<file path="src/rtl/agg_act_resp_if.sv">
// Handshake bundle between agg, the activation responder and the downstream stage.
// The master side is the aggregator/downstream; the slave side is the responder.
interface agg_act_resp_if #(
    parameter int n  = 12,
    parameter int CW = 8
);
    logic          act_req;
    logic [n-1:0]  act_in;
    logic [1:0]    act_mode;
    logic          act_rdy;
    logic [n-1:0]  act_out;
    logic          act_out_valid;
    logic          act_out_ready;
    logic          act_done;
    logic          act_err;
    logic [CW-1:0] done_cnt;

    modport master (
        output act_req, act_in, act_mode, act_out_ready,
        input  act_rdy, act_out, act_out_valid, act_done, act_err, done_cnt
    );

    modport slave (
        input  act_req, act_in, act_mode, act_out_ready,
        output act_rdy, act_out, act_out_valid, act_done, act_err, done_cnt
    );
endinterface

</file>
<file path="src/rtl/agg_act_resp.sv">
// Activation responder: input FIFO, a holding stage (s1) and a registered output stage
// that applies pass / ReLU / leaky ReLU / clamped ReLU per word.
module agg_act_resp #(
    parameter int n          = 12,
    parameter int DEPTH      = 4,
    parameter int LEAK_SHIFT = 3,
    parameter int CLAMP      = 255,
    parameter int CW         = 8
) (
    input  logic          clk,
    input  logic          rst_n,
    agg_act_resp_if.slave bus
);
    localparam int PW = (DEPTH > 1) ? $clog2(DEPTH) : 1;
    localparam int QW = PW + 1;
    localparam logic [QW-1:0] DEPTH_C = QW'(DEPTH);

    logic [n+1:0]    mem_word [DEPTH];
    logic [DEPTH-1:0] wr_en;

    logic [PW-1:0]   wr_ptr_reg, rd_ptr_reg;
    logic [QW-1:0]   count_reg;
    logic            s1_valid_reg;
    logic [n-1:0]    s1_data_reg;
    logic [1:0]      s1_mode_reg;
    logic            out_valid_reg;
    logic [n-1:0]    out_data_reg;
    logic            done_reg;
    logic            err_reg;
    logic [CW-1:0]   done_cnt_reg;

    logic act_rdy, push, pop, out_fire, s2_load, s1_adv;

    function automatic logic [n-1:0] activate(input logic [n-1:0] x, input logic [1:0] mode);
        logic signed [n-1:0] xs;
        logic signed [n-1:0] clamp_s;
        logic [n-1:0]        y;
        xs      = $signed(x);
        clamp_s = n'(CLAMP);
        y       = x;
        case (mode)
            2'b01: if (xs[n-1]) y = '0;
            2'b10: if (xs[n-1]) y = xs >>> LEAK_SHIFT;
            2'b11: begin
                if (xs[n-1])          y = '0;
                else if (xs > clamp_s) y = clamp_s;
            end
            default: y = x;
        endcase
        return y;
    endfunction

    // Ready depends only on occupancy so upstream never sees a combinational path from downstream.
    assign act_rdy  = (count_reg < DEPTH_C);
    assign push     = bus.act_req & act_rdy;
    assign out_fire = out_valid_reg & bus.act_out_ready;
    assign s2_load  = ~out_valid_reg | out_fire;
    assign s1_adv   = s1_valid_reg & s2_load;
    assign pop      = (count_reg != '0) & (~s1_valid_reg | s1_adv);

    generate
        for (genvar gi = 0; gi < DEPTH; gi++) begin : g_wr_dec
            assign wr_en[gi] = push && (wr_ptr_reg == PW'(gi));
        end
    endgenerate

    // Storage carries no reset; occupancy is tracked by the pointers and count alone.
    always_ff @(posedge clk) begin
        for (int i = 0; i < DEPTH; i++) begin
            if (wr_en[i]) mem_word[i] <= {bus.act_mode, bus.act_in};
        end
    end

    always_ff @(posedge clk or negedge rst_n) begin
        if (!rst_n) begin
            wr_ptr_reg    <= '0;
            rd_ptr_reg    <= '0;
            count_reg     <= '0;
            s1_valid_reg  <= 1'b0;
            s1_data_reg   <= '0;
            s1_mode_reg   <= '0;
            out_valid_reg <= 1'b0;
            out_data_reg  <= '0;
            done_reg      <= 1'b0;
            err_reg       <= 1'b0;
            done_cnt_reg  <= '0;
        end else begin
            if (push) wr_ptr_reg <= wr_ptr_reg + PW'(1);
            if (pop)  rd_ptr_reg <= rd_ptr_reg + PW'(1);
            case ({push, pop})
                2'b10:   count_reg <= count_reg + QW'(1);
                2'b01:   count_reg <= count_reg - QW'(1);
                default: count_reg <= count_reg;
            endcase

            if (pop) begin
                s1_valid_reg <= 1'b1;
                s1_data_reg  <= mem_word[rd_ptr_reg][n-1:0];
                s1_mode_reg  <= mem_word[rd_ptr_reg][n+1:n];
            end else if (s1_adv) begin
                s1_valid_reg <= 1'b0;
            end

            if (s2_load) begin
                out_valid_reg <= s1_valid_reg;
                if (s1_valid_reg) out_data_reg <= activate(s1_data_reg, s1_mode_reg);
            end

            done_reg <= out_fire;
            if (out_fire) done_cnt_reg <= done_cnt_reg + CW'(1);
            if (bus.act_req && !act_rdy) err_reg <= 1'b1;
        end
    end

    assign bus.act_rdy       = act_rdy;
    assign bus.act_out       = out_data_reg;
    assign bus.act_out_valid = out_valid_reg;
    assign bus.act_done      = done_reg;
    assign bus.act_err       = err_reg;
    assign bus.done_cnt      = done_cnt_reg;
endmodule
</file>
<file path="src/flat_wrapper.sv">
// flat-port wrapper written by rule: the top's interface ports become plain ports
module agg_act_resp_flat 
#(
    parameter int n          = 12,
    parameter int DEPTH      = 4,
    parameter int LEAK_SHIFT = 3,
    parameter int CLAMP      = 255,
    parameter int CW         = 8
)
  (clk, rst_n, bus_act_req, bus_act_in, bus_act_mode, bus_act_out_ready, bus_act_rdy, bus_act_out, bus_act_out_valid, bus_act_done, bus_act_err, bus_done_cnt);
  agg_act_resp_if #(.n(n), .CW(CW)) bus_i ();
  input  logic clk;
  input  logic rst_n;
  input wire logic [$bits(bus_i.act_req)-1:0] bus_act_req;
  input wire logic [$bits(bus_i.act_in)-1:0] bus_act_in;
  input wire logic [$bits(bus_i.act_mode)-1:0] bus_act_mode;
  input wire logic [$bits(bus_i.act_out_ready)-1:0] bus_act_out_ready;
  output wire logic [$bits(bus_i.act_rdy)-1:0] bus_act_rdy;
  output wire logic [$bits(bus_i.act_out)-1:0] bus_act_out;
  output wire logic [$bits(bus_i.act_out_valid)-1:0] bus_act_out_valid;
  output wire logic [$bits(bus_i.act_done)-1:0] bus_act_done;
  output wire logic [$bits(bus_i.act_err)-1:0] bus_act_err;
  output wire logic [$bits(bus_i.done_cnt)-1:0] bus_done_cnt;
  assign bus_i.act_req = bus_act_req;
  assign bus_i.act_in = bus_act_in;
  assign bus_i.act_mode = bus_act_mode;
  assign bus_i.act_out_ready = bus_act_out_ready;
  assign bus_act_rdy = bus_i.act_rdy;
  assign bus_act_out = bus_i.act_out;
  assign bus_act_out_valid = bus_i.act_out_valid;
  assign bus_act_done = bus_i.act_done;
  assign bus_act_err = bus_i.act_err;
  assign bus_done_cnt = bus_i.done_cnt;
  agg_act_resp #(.n(n), .DEPTH(DEPTH), .LEAK_SHIFT(LEAK_SHIFT), .CLAMP(CLAMP), .CW(CW)) u_core (.clk(clk), .rst_n(rst_n), .bus(bus_i));
endmodule
</file>
<file path="config.mk">
export PLATFORM = sky130hd
export DESIGN_NAME = agg_act_resp_flat
export DESIGN_NICKNAME = d
export VERILOG_FILES = /design/src/rtl/agg_act_resp_if.sv /design/src/rtl/agg_act_resp.sv /design/src/flat_wrapper.sv
export SDC_FILE = /design/constraint.sdc
export NUM_CORES = 1
export LEC_CHECK = 0
export BUFFER_PORTS_ARGS = -buffer_cell sky130_fd_sc_hd__buf_2
export CAP_MARGIN = 20
export CORE_UTILIZATION = 52
export DETAILED_ROUTE_END_ITERATION = 10
export PLACE_DENSITY_LB_ADDON = 0.3
export SLEW_MARGIN = 5
export SYNTH_ARGS = -nofsm -noshare
export SYNTH_HDL_FRONTEND = slang
export SYNTH_SLANG_ARGS = --single-unit
</file>
<file path="constraint.sdc">
create_clock -name clk -period 1.9 [get_ports clk]
set_input_delay 0.285 -clock clk [delete_from_list [all_inputs] [get_ports clk]]
set_output_delay 0.285 -clock clk [all_outputs]
set_load 0.1 [all_outputs]
</file>
==> flow_metrics.tcl <==
set metrics [dict create \
    status "finished, final reports clean" \
    ys_warn_count 0 \
    syn_nets 256 \
    path_class "reg2reg" \
    synthTopCellsByCount "edfxtp_1, dfrtp_1, mux2_2, xor2_1" \
    yosys.area.top_type "edfxtp_1" \
    route.detailed.drc 0 \
    htreeDepth 3 \
    drv_cap 0 \
    layout_setup_ws_ns 0.0840 \
    diodes 0 \
    finalSetupViolCount 0 \
    clock.fmax_mhz 551 \
    grt_overflow 0 \
    arrival_ns 2.10 \
    ios 42 \
    row_count 31 \
    netlist_instances 231 \
    wirelength_um 6190 \
    drv_slew 0 \
    cts_root_buf "clkbuf_8" \
    ys_types 38 \
    grt_pass1_vias 2033 \
    worst_pin_slew_ns 0.510 \
    synth_area_leaders "edfxtp_1, dfrtp_1, mux4_2, mux4_1, mux2_4" \
    place_congestion 0.745 \
    syn-cell-area_um2 4060 \
    cts.path.max_buffers 2 \
    hpwlAfterDp_um 4170 \
    die_h_um 90.4 \
    ys_seq_area_frac 0.691 \
    fin_area_um2 4680 \
    vias 2091 \
    hold_viol 0 \
    dr.pass1.iters 4 \
    cpPeakStageDelay_ns 0.50 \
    holdWs_ns 0.147 \
    io_buffers 41 \
    max-slew-margin-rel 0.658 \
    antenna_found_initial 0 \
    synth.avg_cell_area_um2 17.6 \
    wl_per_cell_um 15.7 \
    grt_pass1_wl_um 10100 \
    drt_iter0_markers 70 \
    synth_edf_count 56 \
    ys_ff_latch 101 \
    fin_skew_ns 0.00959 \
    cp_top_family "flip-flops" \
    pre_cts_ws_ns 0.0799 \
    chipWidth_um 90.4 \
    path_cells "nand3b_1 -> o31a_1 -> ha_4 -> inv_2 -> fa_2 -> xor2_1 -> nor2_1 -> xnor2_1" \
    r2r_slack_ns 0.08 \
    synth_top_area_share 0.414 \
    critPathLaunchType "flop" \
    vias_per_cell 5.31 \
    crit_slowest_cell "dfrtp_4" \
    required_ns 2.18 \
    grt.total_usage 0.165 \
    largest_reg_flops 56 \
    clk_pin_slew_worst_paths_ns 0.10 \
    placed_area_um2 4450 \
    ys_async_sr_fraction 0.446 \
    cts_buffers 9 \
    clk_latency_ns 0.35 \
    setup.worst_path.end_class "flop" \
    antenna_left 0 \
    yosysMostFrequentCell "edfxtp_1" \
    hp-class "in2reg" \
    min_period_ns 1.82 \
    dieArea_um2 8170 \
    grt_max_degree 24 \
    critPathBufInv 1 \
    start_util 0.548 \
    nNetsFinal 315 \
    cts.sinks 101 \
    cts_tree "built" \
    synthFlopType "edfxtp_1" \
    min_period_over_period 0.956 \
    final_layout_size_suffix_gt1_frac 0.342 \
    cp_max_fo 3 \
    cts_resized 0 \
    syn_to_final_growth_pct 15.2 \
    core_um2 7410 \
]
per-stage QoR:
stage / instances / util / setup TNS [ns]
3_5_place_dp: 374 / 0.600 / 0
5_1_grt: 394 / 0.632 / -0.0181
6_report: 394 / 0.632 / 0
3_3_place_gp: 374 / 0.600 / 0
4_1_cts: 391 / 0.629 / 0
2_1_floorplan: 231 / - / -0.382
what timing repair did:
action	CTS	global route
endpoints found under the setup margin	0	1
buffers inserted	0	3
hold buffers	1	0
hold endpoints to repair	21	0
final cells by class:
cell class              count  area [µm²]
clock inverters             6        71.3
multi-input cells         114        1180
well taps                  99         124
repair buffers             57         340
fillers                   548        2730
inverters                   7        26.3
flip-flops and latches    101        2810
clock buffers              10         128
path summary, 6_finish.rpt:
check,start,to,cells past startpoint
max in group asynchronous,rst_n,u_core.s1_data_reg[9],3
max reg2reg,u_core.bus.act_out_valid,u_core.count_reg[2],8
min reg2reg,u_core.bus.act_err,u_core.bus.act_err,1
min,bus_act_in[7],u_core.mem_word[3][7],1
min in group asynchronous,rst_n,u_core.rd_ptr_reg[1],2
max,u_core.bus.act_out_valid,u_core.count_reg[2],8
worst register-to-register path, delay by kind of cell (launching register included):
kind                     cells  cell delay (ns)
AO/OA/AOI/OAI                1             0.22
XOR/XNOR                     2             0.27
adder cells (fa/ha/maj)      2             0.48
buffers and inverters        1             0.03
flip-flops                   1             0.50
AND/OR/NAND/NOR              2             0.25
cells in the final DEF (no fill, tap or decap), types with 2 or more instances in the layout:
cell type and n:
inv_6 2, dfrtp_1 44, a21oi_1 7, mux2_4 8, buf_2 41, mux2_2 9, nor3_1 4, nor2_1 5
clkbuf_8 9, ha_1 5, mux4_2 8, mux4_1 6, and2_1 6, edfxtp_1 56, nand2b_1 2, clkinvlp_4 2
nand2_1 8, xor2_1 9, buf_4 14, xnor2_1 4, inv_1 6, nor2b_1 2, a22oi_1 7, a2bb2oi_1 8
o21ai_0 2
logic make-up after synthesis:
group,share of synthesized area
AO/OA/AOI/OAI,0.0533
adder cells (fa/ha/maj),0.0234
XOR/XNOR,0.0280
buffers and inverters,0.0225
AND/OR/NAND/NOR,0.0416
flip-flops,0.691
multiplexers,0.140
layer usage:
metal / global-route usage / up-vias / routed length (µm)
met1: 0.228 / 1042 / 2860
met2: 0.258 / 53 / 3060
met5: 0 / - / 0
li1: - / 991 / -
met4: 0.0726 / 0 / 57
met3: 0.0311 / 5 / 210
Power is left out: the tool's default activity adds up to more than one toggle a clock period on the data nets, which glitch-free logic cannot reach.
